[src/rtl/alarm_bank.sv]
// alarm_bank: N-channel alarm unit, one IDLE/ARMED/RINGING/SNOOZED FSM per channel, with edit/readback.
// Snooze logic (target/count registers, SNOOZED state) is built only when ALARM_BANK_SNOOZE_EN is defined.
module alarm_bank #(
  parameter int unsigned NUM_ALARMS       = 2,
  parameter int unsigned HOURS_24         = 0,
  parameter int unsigned SNOOZE_MIN       = 5,
  parameter int unsigned MAX_SNOOZE       = 3,
  parameter int unsigned RING_TIMEOUT_MIN = 10,
  localparam int unsigned SEL_W = (NUM_ALARMS > 1) ? $clog2(NUM_ALARMS) : 1
) (
  input  logic                  clk_pi,
  input  logic                  rst_pi,
  input  logic [5:0]            clock_minutes_pi,
  input  logic [4:0]            clock_hours_pi,
  input  logic [NUM_ALARMS-1:0] en_pi,
  input  logic [SEL_W-1:0]      sel_pi,
  input  logic                  inc_minute_pi,
  input  logic                  inc_hour_pi,
  input  logic                  snooze_pi,
  input  logic                  dismiss_pi,
  output logic [5:0]            sel_minutes_po,
  output logic [4:0]            sel_hours_po,
  output logic [NUM_ALARMS-1:0] ringing_po,
  output logic [NUM_ALARMS-1:0] snoozed_po,
  output logic                  any_ringing_po
);
  localparam int unsigned MIN_W = 6;
  localparam int unsigned HR_W  = 5;
  localparam int unsigned TMO_W = 6;
  localparam logic [HR_W-1:0] HR_RST = (HOURS_24 != 0) ? 5'd0 : 5'd12;

  typedef enum logic [1:0] {IDLE, ARMED, RINGING, SNOOZED} state_t;

  function automatic logic [HR_W-1:0] hour_inc(input logic [HR_W-1:0] h);
    if (HOURS_24 != 0) return (h >= 5'd23) ? 5'd0 : h + 5'd1;
    return (h >= 5'd12) ? 5'd1 : h + 5'd1;
  endfunction

  function automatic logic [MIN_W-1:0] minute_inc(input logic [MIN_W-1:0] m);
    return (m >= 6'd59) ? 6'd0 : m + 6'd1;
  endfunction

  state_t                state_q   [NUM_ALARMS];
  state_t                state_d   [NUM_ALARMS];
  logic [MIN_W-1:0]      alm_min_q [NUM_ALARMS];
  logic [MIN_W-1:0]      alm_min_d [NUM_ALARMS];
  logic [HR_W-1:0]       alm_hr_q  [NUM_ALARMS];
  logic [HR_W-1:0]       alm_hr_d  [NUM_ALARMS];
  logic [TMO_W-1:0]      tmo_q     [NUM_ALARMS];
  logic [TMO_W-1:0]      tmo_d     [NUM_ALARMS];
  logic [HR_W+MIN_W-1:0] prev_time_q;
  logic [HR_W+MIN_W-1:0] cur_time;
  logic                  tick;
  logic [NUM_ALARMS-1:0] ringing_d;

`ifdef ALARM_BANK_SNOOZE_EN
  localparam int unsigned SC_W = (MAX_SNOOZE > 0) ? $clog2(MAX_SNOOZE + 1) : 1;

  logic [SC_W-1:0]       snz_cnt_q [NUM_ALARMS];
  logic [SC_W-1:0]       snz_cnt_d [NUM_ALARMS];
  logic [MIN_W-1:0]      snz_min_q [NUM_ALARMS];
  logic [MIN_W-1:0]      snz_min_d [NUM_ALARMS];
  logic [HR_W-1:0]       snz_hr_q  [NUM_ALARMS];
  logic [HR_W-1:0]       snz_hr_d  [NUM_ALARMS];
  logic [6:0]            snz_sum;
  logic [MIN_W-1:0]      snz_tgt_min;
  logic [HR_W-1:0]       snz_tgt_hr;
  logic [NUM_ALARMS-1:0] snoozed_d;

  // Snooze target: current time plus SNOOZE_MIN, minute overflow carries into the hour.
  always_comb begin
    snz_sum     = 7'(clock_minutes_pi) + 7'(SNOOZE_MIN);
    snz_tgt_min = 6'(snz_sum);
    snz_tgt_hr  = clock_hours_pi;
    if (snz_sum >= 7'd60) begin
      snz_tgt_min = 6'(snz_sum - 7'd60);
      snz_tgt_hr  = hour_inc(clock_hours_pi);
    end
  end
`else
  logic unused_snooze;
  assign unused_snooze = ^{snooze_pi, 6'(SNOOZE_MIN), 8'(MAX_SNOOZE)};
  assign snoozed_po    = '0;
`endif

  // Per-channel next state, edits and readback mux.
  always_comb begin
    cur_time       = {clock_hours_pi, clock_minutes_pi};
    tick           = (cur_time != prev_time_q);
    sel_minutes_po = '0;
    sel_hours_po   = '0;
    ringing_d      = '0;
`ifdef ALARM_BANK_SNOOZE_EN
    snoozed_d      = '0;
`endif
    for (int i = 0; i < NUM_ALARMS; i++) begin
      state_d[i]   = state_q[i];
      alm_min_d[i] = alm_min_q[i];
      alm_hr_d[i]  = alm_hr_q[i];
      tmo_d[i]     = tmo_q[i];
`ifdef ALARM_BANK_SNOOZE_EN
      snz_cnt_d[i] = snz_cnt_q[i];
      snz_min_d[i] = snz_min_q[i];
      snz_hr_d[i]  = snz_hr_q[i];
`endif
      if (sel_pi == SEL_W'(i)) begin
        sel_minutes_po = alm_min_q[i];
        sel_hours_po   = alm_hr_q[i];
        if (inc_minute_pi) alm_min_d[i] = minute_inc(alm_min_q[i]);
        if (inc_hour_pi)   alm_hr_d[i]  = hour_inc(alm_hr_q[i]);
      end

      if (!en_pi[i]) begin
        state_d[i] = IDLE;
      end else begin
        case (state_q[i])
          IDLE: state_d[i] = ARMED;
          ARMED: begin
            if (tick && (cur_time == {alm_hr_q[i], alm_min_q[i]})) begin
              state_d[i] = RINGING;
              tmo_d[i]   = '0;
`ifdef ALARM_BANK_SNOOZE_EN
              snz_cnt_d[i] = '0;
`endif
            end
          end
          RINGING: begin
            if (dismiss_pi) begin
              state_d[i] = ARMED;
            end
`ifdef ALARM_BANK_SNOOZE_EN
            else if (snooze_pi && (snz_cnt_q[i] < SC_W'(MAX_SNOOZE))) begin
              state_d[i]   = SNOOZED;
              snz_min_d[i] = snz_tgt_min;
              snz_hr_d[i]  = snz_tgt_hr;
              snz_cnt_d[i] = snz_cnt_q[i] + SC_W'(1);
            end
`endif
            else if (tick) begin
              // The counter holds completed rollovers; the last one returns to ARMED.
              if (tmo_q[i] >= TMO_W'(RING_TIMEOUT_MIN - 1)) state_d[i] = ARMED;
              else tmo_d[i] = tmo_q[i] + TMO_W'(1);
            end
          end
`ifdef ALARM_BANK_SNOOZE_EN
          SNOOZED: begin
            if (dismiss_pi) begin
              state_d[i] = ARMED;
            end else if (tick && (cur_time == {snz_hr_q[i], snz_min_q[i]})) begin
              state_d[i] = RINGING;
              tmo_d[i]   = '0;
            end
          end
`endif
          default: state_d[i] = IDLE;
        endcase
      end

      ringing_d[i] = (state_d[i] == RINGING);
`ifdef ALARM_BANK_SNOOZE_EN
      snoozed_d[i] = (state_d[i] == SNOOZED);
`endif
    end
  end

  // State and registered status outputs.
  always_ff @(posedge clk_pi) begin
    if (rst_pi) begin
      prev_time_q    <= {clock_hours_pi, clock_minutes_pi};
      ringing_po     <= '0;
      any_ringing_po <= 1'b0;
`ifdef ALARM_BANK_SNOOZE_EN
      snoozed_po     <= '0;
`endif
      for (int i = 0; i < NUM_ALARMS; i++) begin
        state_q[i]   <= IDLE;
        alm_min_q[i] <= '0;
        alm_hr_q[i]  <= HR_RST;
        tmo_q[i]     <= '0;
`ifdef ALARM_BANK_SNOOZE_EN
        snz_cnt_q[i] <= '0;
        snz_min_q[i] <= '0;
        snz_hr_q[i]  <= '0;
`endif
      end
    end else begin
      prev_time_q    <= cur_time;
      state_q        <= state_d;
      alm_min_q      <= alm_min_d;
      alm_hr_q       <= alm_hr_d;
      tmo_q          <= tmo_d;
      ringing_po     <= ringing_d;
      any_ringing_po <= |ringing_d;
`ifdef ALARM_BANK_SNOOZE_EN
      snz_cnt_q      <= snz_cnt_d;
      snz_min_q      <= snz_min_d;
      snz_hr_q       <= snz_hr_d;
      snoozed_po     <= snoozed_d;
`endif
    end
  end

endmodule

[config.mk]
export PLATFORM = sky130hd
export DESIGN_NAME = alarm_bank
export DESIGN_NICKNAME = d
export VERILOG_FILES = /design/src/rtl/alarm_bank.sv
export SDC_FILE = /design/constraint.sdc
export NUM_CORES = 1
export LEC_CHECK = 0
export BUFFER_PORTS_ARGS = -buffer_cell sky130_fd_sc_hd__buf_2
export CORE_UTILIZATION = 33
export CTS_CLUSTER_DIAMETER = 100
export DETAILED_ROUTE_END_ITERATION = 16
export PLACE_DENSITY = 0.61
export SETUP_SLACK_MARGIN = 0.05
export SLEW_MARGIN = 20
export SYNTH_ARGS = -nofsm -noshare
export SYNTH_HDL_FRONTEND = slang
export SYNTH_SLANG_ARGS = --single-unit
[constraint.sdc]
create_clock -name clk_pi -period 4.1 [get_ports clk_pi]
set_clock_uncertainty 0.2 [all_clocks]
set_input_delay 1.025 -clock clk_pi [delete_from_list [all_inputs] [get_ports clk_pi]]
set_output_delay 1.025 -clock clk_pi [all_outputs]
set_load 0.03 [all_outputs]
# Yosys cells after proc, flatten, opt, wreduce, memory -nomap -nowiden
# Cells that the tools add are included.
word_totals:
  reg_bits: 52
  out_inout_bits: 16
  wordCells: 82
classes:
  order_cmp: 6
  eq_ne: 17
  addsub: 6
  n_reduce_logical: 13
  bitwise_logic: 1
  n_mux: 28
ops:
  columns: ["cell", "n"]
  rows:
  - ["2-to-1 mux 6 bit", 11]
  - ["adder 6 x 1 -> 6 bit, second input constant", 4]
  - ["case mux 6 bit (2 select lines)", 2]
  - ["== test 11 bit", 2]
  - ["2-to-1 mux 2 bit", 10]
  - ["!= test 2 bit, second input constant", 8]
  - ["2-to-1 mux 5 bit", 3]
  - [">= comparator 6 x 4 -> 1 bit, second input constant", 2]
  - [">= comparator 6 bit, second input constant", 2]
  - ["case mux 2 bit (3 select lines)", 2]
  - ["AND reduction 6 bit", 2]
  - ["!= test 11 bit", 1]
  - ["adder 5 x 1 -> 5 bit, second input constant", 2]
  - [">= comparator 5 x 4 -> 1 bit, second input constant", 2]
  - ["== test 2 bit, second input constant", 4]
  - ["AND reduction 2 bit", 4]
  - ["== test 2 x 1 -> 1 bit, second input constant", 2]
  - ["logical NOT 2 bit", 2]
  - ["nonzero test 2 bit", 2]
  - ["logical AND 1 bit", 2]
  - ["OR reduction 2 bit", 1]
  - ["inverter 1 bit", 1]

# Longest topological paths before layout
# Gate-level depths: netlist of the first run.
logic_depth:
  word_depth: 8
  depth_mapped: 8
  ltp_nobuf: 8

# Worst setup path after synthesis of the first run
# OpenSTA, ideal clock, no wires.
synth_path:
  path_type: "input port to output port"
  from: "input sel_pi"
  to: "output sel_hours_po[0]"
  slack_ps: 731
  t_arrival_ps: 2144
  n_path_buf: 2
  stages: 3
  required_ps: 2875
  cell_sequence: "clkbuf_1 -> buf_1 -> o21ai_0"
synth_via:
  elab_chain_len: 1
synth_rtl:
  columns: ["item", "line_no", "rtl"]
  rows:
  - ["from (decl)", "16", "input logic [SEL_W-1:0] sel_pi,"]
  - ["2-to-1 mux 5 bit", "106", "if (sel_pi == SEL_W'(i)) begin"]
  - ["to (decl)", "22", "output logic [4:0] sel_hours_po,"]
# Every way passes these cells.

# Worst setup path after layout of the first run
layout_path:
  from: "input sel_pi"
  to: "output sel_minutes_po[3]"
layout_via:
  elab_chain_len: 1
layout_rtl:
  columns: ["item", "line_no", "rtl"]
  rows:
  - ["2-to-1 mux 6 bit", "106", null]
  - ["to (decl)", "21", "output logic [5:0] sel_minutes_po,"]
# Every way passes these cells.

==> summary.txt, run 1 <==
Final layout
  – Antenna cells: 0
  – Area Growth Syn to Fin: 11.9%
  – Commonest non-fill, non-tap cell in the layout: dfxtp_1
  – Fraction of layout cells with a size suffix above 1: 17.0%
  – Fillers: 831
  – Most frequent cells in the layout: 52 x dfxtp_1, 32 x buf_2, 27 x xor2_1
  – Nets: 354
  – Register area: 1040 µm²
  – Area of the multi-input gates: 1550 µm²

Route
  – Final wirelength: 5470 µm
  – Wirelength per Cell: 12.9 µm
  – DRC errors left: 0
  – 1st-iter DRT viols: 43
  – DR vias: 2057
  – DR pass1 iterations: 4
  – Number of nets with antenna violations after routing: 0
  – Via-to-Cell Ratio: 4.84

Logic synthesis
  – Synth Area in Simple Gates: 18.3%
  – Mux cell area share after synthesis: 4.11%
  – Largest family of logic cells by synthesized area: simple AND/OR/NAND/NOR gates
  – Post-synthesis compound-gate area fraction: 16.4%
  – Ys async rst share: 0%
  – Synthesized area per cell: 9.24 µm²
  – Number of synthesized flops with an enable pin: 0
  – Mapped cell area: 2710 µm²
  – Yosys cell types: 53
  – YS warnings: 0
  – Sequential-to-total area share from yosys stat: 38.5%
  – Adder-cell share of the synthesized area: 5.55%
  – Post-synth top area share: 38.5%
  – Xor-xnor portion of the synthesized cell area: 12.6%
  – Synth Flop Type: dfxtp_1
  – Ranking of synthesized cells by area: dfxtp_1 38%, xor2_1 8.7%, ha_1 5.5%, xnor2_1 3.9%, mux2_2 3.7%
  – Cells after Synth: 293
  – Register bit total from synthesis: 52
  – Leading area contributor after synthesis: dfxtp_1

Clock network
  – Clock Pin Slew Worst Setup and Hold Paths: 0.09 ns
  – Clk Tree Root Cell: clkbuf_8
  – H-tree levels: 2
  – CTS buffer count: 5
  – Sink Count: 52
  – Clk_lat worst skew: 0.30 ns
  – Clock tree buffer depth: 2
  – Post-CTS Setup Bufs: 0
  – CTS tree: built
  – CTS resizes: 0
  – Number of hold buffers added after cts: 0

Floorplan
  – Die extent in y: 92.6 µm
  – Die width: 92.6 µm
  – Rows: 32
  – Boundary Pins: 36
  – Initial Util: 34.5%
  – Full die area: 8570 µm²
  – Core area: 7850 µm²

Global route
  – Vias in the first global route: 1963
  – Initial antenna violation count: 0
  – GRT Resource Usage Total: 13.6%
  – First-pass GRT wire length: 9260 µm
  – Maximum number of pins on one net before global-route repair: 26
  – Final global-route overflow total: 0

Power
  – Peak supply drop: 0.149 mV
  – Pint: 699 µW
  – Sequential power share: 56.5%
  – Sw Ratio: 25.9%
  – Pwr Density: 311 nW/µm²
  – Sw Pwr: 244 µW
  – Clock power share: 32.1%
  – Total power draw: 943 µW
  – Comb pwr share: 11.4%
  – Static leakage: 0.00124 µW

STA
  – Final worst slack: 0.962 ns
  – Fin. max-slew vios: 0
  – Post-route setup TNS: 0 ns
  – Peak Freq: 0.319 GHz
  – Tightest Pin Transition: 0.520 ns
  – Final period utilization: 76.5%
  – RSZ-0062 raised after global routing: no
  – Tmin final: 3.14 ns
  – Setup violators final: 0
  – Hold Vio Cnt, Final: 0
  – Slew headroom: 65.1%

Worst hold path
  – Hold path cells: 1
  – Worst Hold Launch: tmo_q[10]
  – Hold Crit Class: flip-flop to flip-flop
  – Worst Hold End: tmo_q[10]

Setup path
  – Reg2Reg Depth: 8
  – Data arrival, critical path: 1.91 ns
  – Worst r2r dst: tmo_q[7]
  – Reg-to-reg slack, setup: 1.60 ns
  – Startpoint Class: primary input
  – R2r startpoint: tmo_q[7]
  – Critical path class: primary input to primary output
  – Critical Path RT: 2.87 ns
  – Crit end category: primary output
  – Critical path peak fanout: 20

Place
  – Dpl ws: 0.941 ns
  – HPWL Detailed: 4120 µm
  – Placer Congestion: 0.773
  – Port Buf Inserts: 32

Flow run
  – Max-cap viol count: 0

Run status
  – Status: completed
cells in the mapped netlist (all sizes together), types with 7 or more instances:
library cell	count
ha	12
nor3	13
o21ai	7
dfxtp	52
nand2	16
clkbuf	8
a21oi	17
inv	16
nor2	20
xor2	27
mux2	9
xnor2	12
layer usage:
metal | up-vias | GRT usage (%) | wire (µm)
li1 | 1089 | - | -
met1 | 939 | 18.3 | 2750
met2 | 24 | 22.1 | 2520
met3 | 5 | 2.63 | 150
met4 | 0 | 3.91 | 50
met5 | - | 0 | 0
worst max-delay path by stage:
stage,start,endpoint,cells past startpoint
2_1_floorplan,sel_pi,sel_hours_po[0],3
3_3_place_gp,sel_pi,sel_minutes_po[5],3
3_5_place_dp,sel_pi,sel_hours_po[2],3
4_1_cts,sel_pi,sel_hours_po[2],3
5_1_grt,sel_pi,sel_minutes_po[3],3
6_report,sel_pi,sel_minutes_po[3],3
worst max-delay path, cell delays in order:
cell,delay [ns]
buf_2,0.32
mux2_2,0.38
buf_2,0.18
sequential cells by signal (all words and copies together), names as in the netlist:
register	count
prev_time_q	11
tmo_q	12
alm_hr_q	10
alm_min_q	12
any_ringing_po	1
state_q	4
ringing_po	2
final cells by class:
cell class,count,share of cell area (%)
Sequential cell,52,34.4
Timing Repair Buffer,32,5.29
Tap cell,102,4.21
Clock buffer,8,2.98
Multi-Input combinational cell,215,51.2
Inverter,16,1.98
logic make-up (layout without fill, tap and decap cells):
family / after synthesis / count (layout)
mux: 10 / 10
fa+ha+maj: 12 / 12
other cells: 1 / 2
buf+inv: 27 / 56
simple gates: 92 / 92
compound gates: 60 / 60
flops: 52 / 52
xor+xnor: 39 / 39
metrics by stage:
step	cell area (µm²)	utilization (%)	hold slack [ns]	std cells
after floorplan	2710	-	0.251	294
after global placement	2940	37.4	0.266	417
after detailed placement	2940	37.4	0.269	417
after CTS	3030	38.6	0.293	425
after global routing	3030	38.6	0.308	425
final	3030	38.6	0.288	425
power groups by stage:
stage	logic [µW]	registers, µW	clock network, µW
6_report	107	533	303
5_1_grt	119	536	331
4_1_cts	108	533	314
3_5_place_dp	108	545	0
3_3_place_gp	107	545	0
2_1_floorplan	79.3	540	0
(Power assumes the default switching activity.)
==> run 2: changes to the inputs <==
- ABC_AREA: unset -> 1
- PLACE_DENSITY: 0.61 -> 0.62
- clock period: 4.1 -> 2.8 ns (I/O delays scaled with it)
==> run 2 against run 1 <==
Compared with the run above: die area increased by 7.0%; total power increased by 64%; count of clock-buffer cells in the layout decreased by 1; first-iteration DRC count increased to 3.1 times the previous value.
==> summary.txt, run 2 <==
Final layout
  – Nets: 474
  – Fraction of layout cells with a size suffix above 1: 14.9%
  – Most frequent cells in the layout: 99 x nand2_1, 55 x inv_1, 52 x dfxtp_1
  – Biggest regs: alm_min_q (12), tmo_q (12), prev_time_q (11)
  – Final non-filler cell total: 548
  – Commonest non-fill, non-tap cell in the layout: nand2_1
  – Area Growth Syn to Fin: 13.4%
  – Antenna cells: 0

Route
  – Via-to-Cell Ratio: 4.67
  – Met1 WL: 3030 µm
  – WL met3: 227 µm
  – Met2 wire len: 2820 µm
  – Wirelength per Cell: 11.3 µm
  – Final wirelength: 6210 µm
  – 1st-iter DRT viols: 132
  – DR pass1 iterations: 4
  – Number of nets with antenna violations after routing: 0
  – DRC errors left: 0
  – DR vias: 2561
  – Top sig layer: met4

STA
  – Hold Vio Cnt, Final: 0
  – RSZ-0062 raised after global routing: no
  – Slew headroom: 63.3%
  – Setup violators final: 0
  – Tmin final: 2.37 ns
  – Final period utilization: 84.6%
  – Post-route setup TNS: 0 ns
  – Peak Freq: 0.422 GHz
  – Tightest Pin Transition: 0.545 ns
  – Fin. max-slew vios: 0

Place
  – HPWL Detailed: 4800 µm
  – Port Buf Inserts: 32
  – Placer Congestion: 0.805
  – Post-placement cell count: 540

Clock network
  – Clk Tree Root Cell: clkbuf_8
  – Clock tree buffer depth: 2
  – Clk_lat worst skew: 0.30 ns
  – CTS resizes: 0
  – H-tree levels: 2
  – Clock Pin Slew Worst Setup and Hold Paths: 0.09 ns
  – CTS tree: built
  – Number of hold buffers added after cts: 0
  – CTS buffer count: 5
  – Post-CTS Setup Bufs: 0
  – Sink Count: 52

Floorplan
  – Boundary Pins: 36
  – Core area: 8340 µm²
  – Die extent in y: 95.8 µm
  – Full die area: 9170 µm²
  – Die width: 95.8 µm
  – Initial Util: 34.8%
  – Rows: 33

Setup path
  – R2r startpoint: tmo_q[1]
  – Crit end category: primary output
  – Reg2Reg Depth: 13
  – Crit path launch: sel_pi
  – Critical path peak fanout: 26
  – Critical Path RT: 1.90 ns
  – Critical path class: primary input to primary output
  – Data arrival, critical path: 1.47 ns
  – Startpoint Class: primary input

Power
  – Sw Pwr: 398 µW
  – Sequential power share: 50.9%
  – Comb pwr share: 13.0%
  – Peak supply drop: 0.211 mV
  – Static leakage: 0.00150 µW
  – Pint: 1150 µW
  – Pwr Density: 471 nW/µm²
  – Sw Ratio: 25.7%
  – Clock power share: 36.1%

Run status
  – Status: completed

Logic synthesis
  – Leading area contributor after synthesis: dfxtp_1
  – Mapped cell area: 2900 µm²
  – Yosys cell types: 37
  – Number of synthesized flops with an enable pin: 0
  – Ys async rst share: 0%
  – YS warnings: 0
  – Synth Flop Type: dfxtp_1
  – Most frequent cells after synthesis: 99 x nand2_1, 55 x inv_1, 52 x dfxtp_1
  – Sequential-to-total area share from yosys stat: 35.9%
  – Most common cell in the netlist: nand2_1
  – Cells after Synth: 409
  – Ranking of synthesized cells by area: dfxtp_1 36%, nand2_1 13%, inv_1 7.1%, ha_1 5.2%, xnor2_1 4.8%
  – Register bit total from synthesis: 52
  – Post-synth top area share: 35.9%
  – Synthesized area per cell: 7.09 µm²

Worst hold path
  – Worst Hold Launch: tmo_q[4]
  – Hold Crit Class: flip-flop to flip-flop
  – Hold path cells: 2

Global route
  – Vias in the first global route: 2303
  – Maximum number of pins on one net before global-route repair: 27
  – Initial antenna violation count: 0
  – Final global-route overflow total: 0
  – First-pass GRT wire length: 10200 µm
  – GRT Resource Usage Total: 14.5%

Flow run
  – Max-cap viol count: 0
==> run 2: layout make-up <==
type	instances	area, µm²
fillers	889	5050
repair buffers	33	168
flip-flops and latches	52	1040
clock buffers	7	96.3
inverters	62	233
clock inverters	1	30.0
multi-input cells	288	1590
well taps	105	131
==> run 2: path summary, 6_finish.rpt <==
kind,endpoint,slack [ns]
worst max-delay path,sel_minutes_po[4],0.43
worst min-delay path,tmo_q[4],0.24
worst max register to register,tmo_q[1],0.93
worst min register to register,tmo_q[4],0.24
==> run 2: logic make-up (layout without fill, tap and decap cells) <==
group | Yosys count | in the layout | share of synthesized area (%)
flip-flops | 52 | 52 | 35.9
AO/OA/AOI/OAI | 54 | 54 | 10.7
XOR/XNOR | 27 | 27 | 8.15
buffers and inverters | 70 | 103 | 9.40
other | 1 | 2 | 0.129
AND/OR/NAND/NOR | 193 | 193 | 30.5
adder cells (fa/ha/maj) | 12 | 12 | 5.18
==> run 2: routing by layer <==
layer | track usage, % | up-vias
li1 | - | 1358
met2 | 23.4 | 46
met1 | 18.3 | 1146
met3 | 3.24 | 11
met4 | 6.59 | 0
met5 | 0 | -
==> run 2: worst max-delay path, stage by stage <==
cell     delay [ns]
buf_2          0.34
nand2_1        0.09
o21ai_0        0.10
buf_2          0.24
==> run 2: power groups by stage <==
stage	Sequential (µW)	Clock (µW)	Combinational, µW
3_5_place_dp	806	0	202
2_1_floorplan	799	0	148
6_report	788	559	201
3_3_place_gp	805	0	197
5_1_grt	793	607	227
4_1_cts	789	582	203
==> run 2: through the flow <==
step / hold WS, ns / setup slack [ns] / utilization [%] / power [µW] / instance area [µm²]
final: 0.241 / 0.432 / 39.4 / 1550 / 3290
after global routing: 0.263 / 0.331 / 39.4 / 1630 / 3290
after CTS: 0.245 / 0.430 / 39.4 / 1570 / 3290
after detailed placement: 0.229 / 0.427 / 37.9 / 1010 / 3160
after global placement: 0.226 / 0.433 / 37.9 / 1000 / 3160
after floorplan: 0.217 / 0.185 / - / 947 / 2900
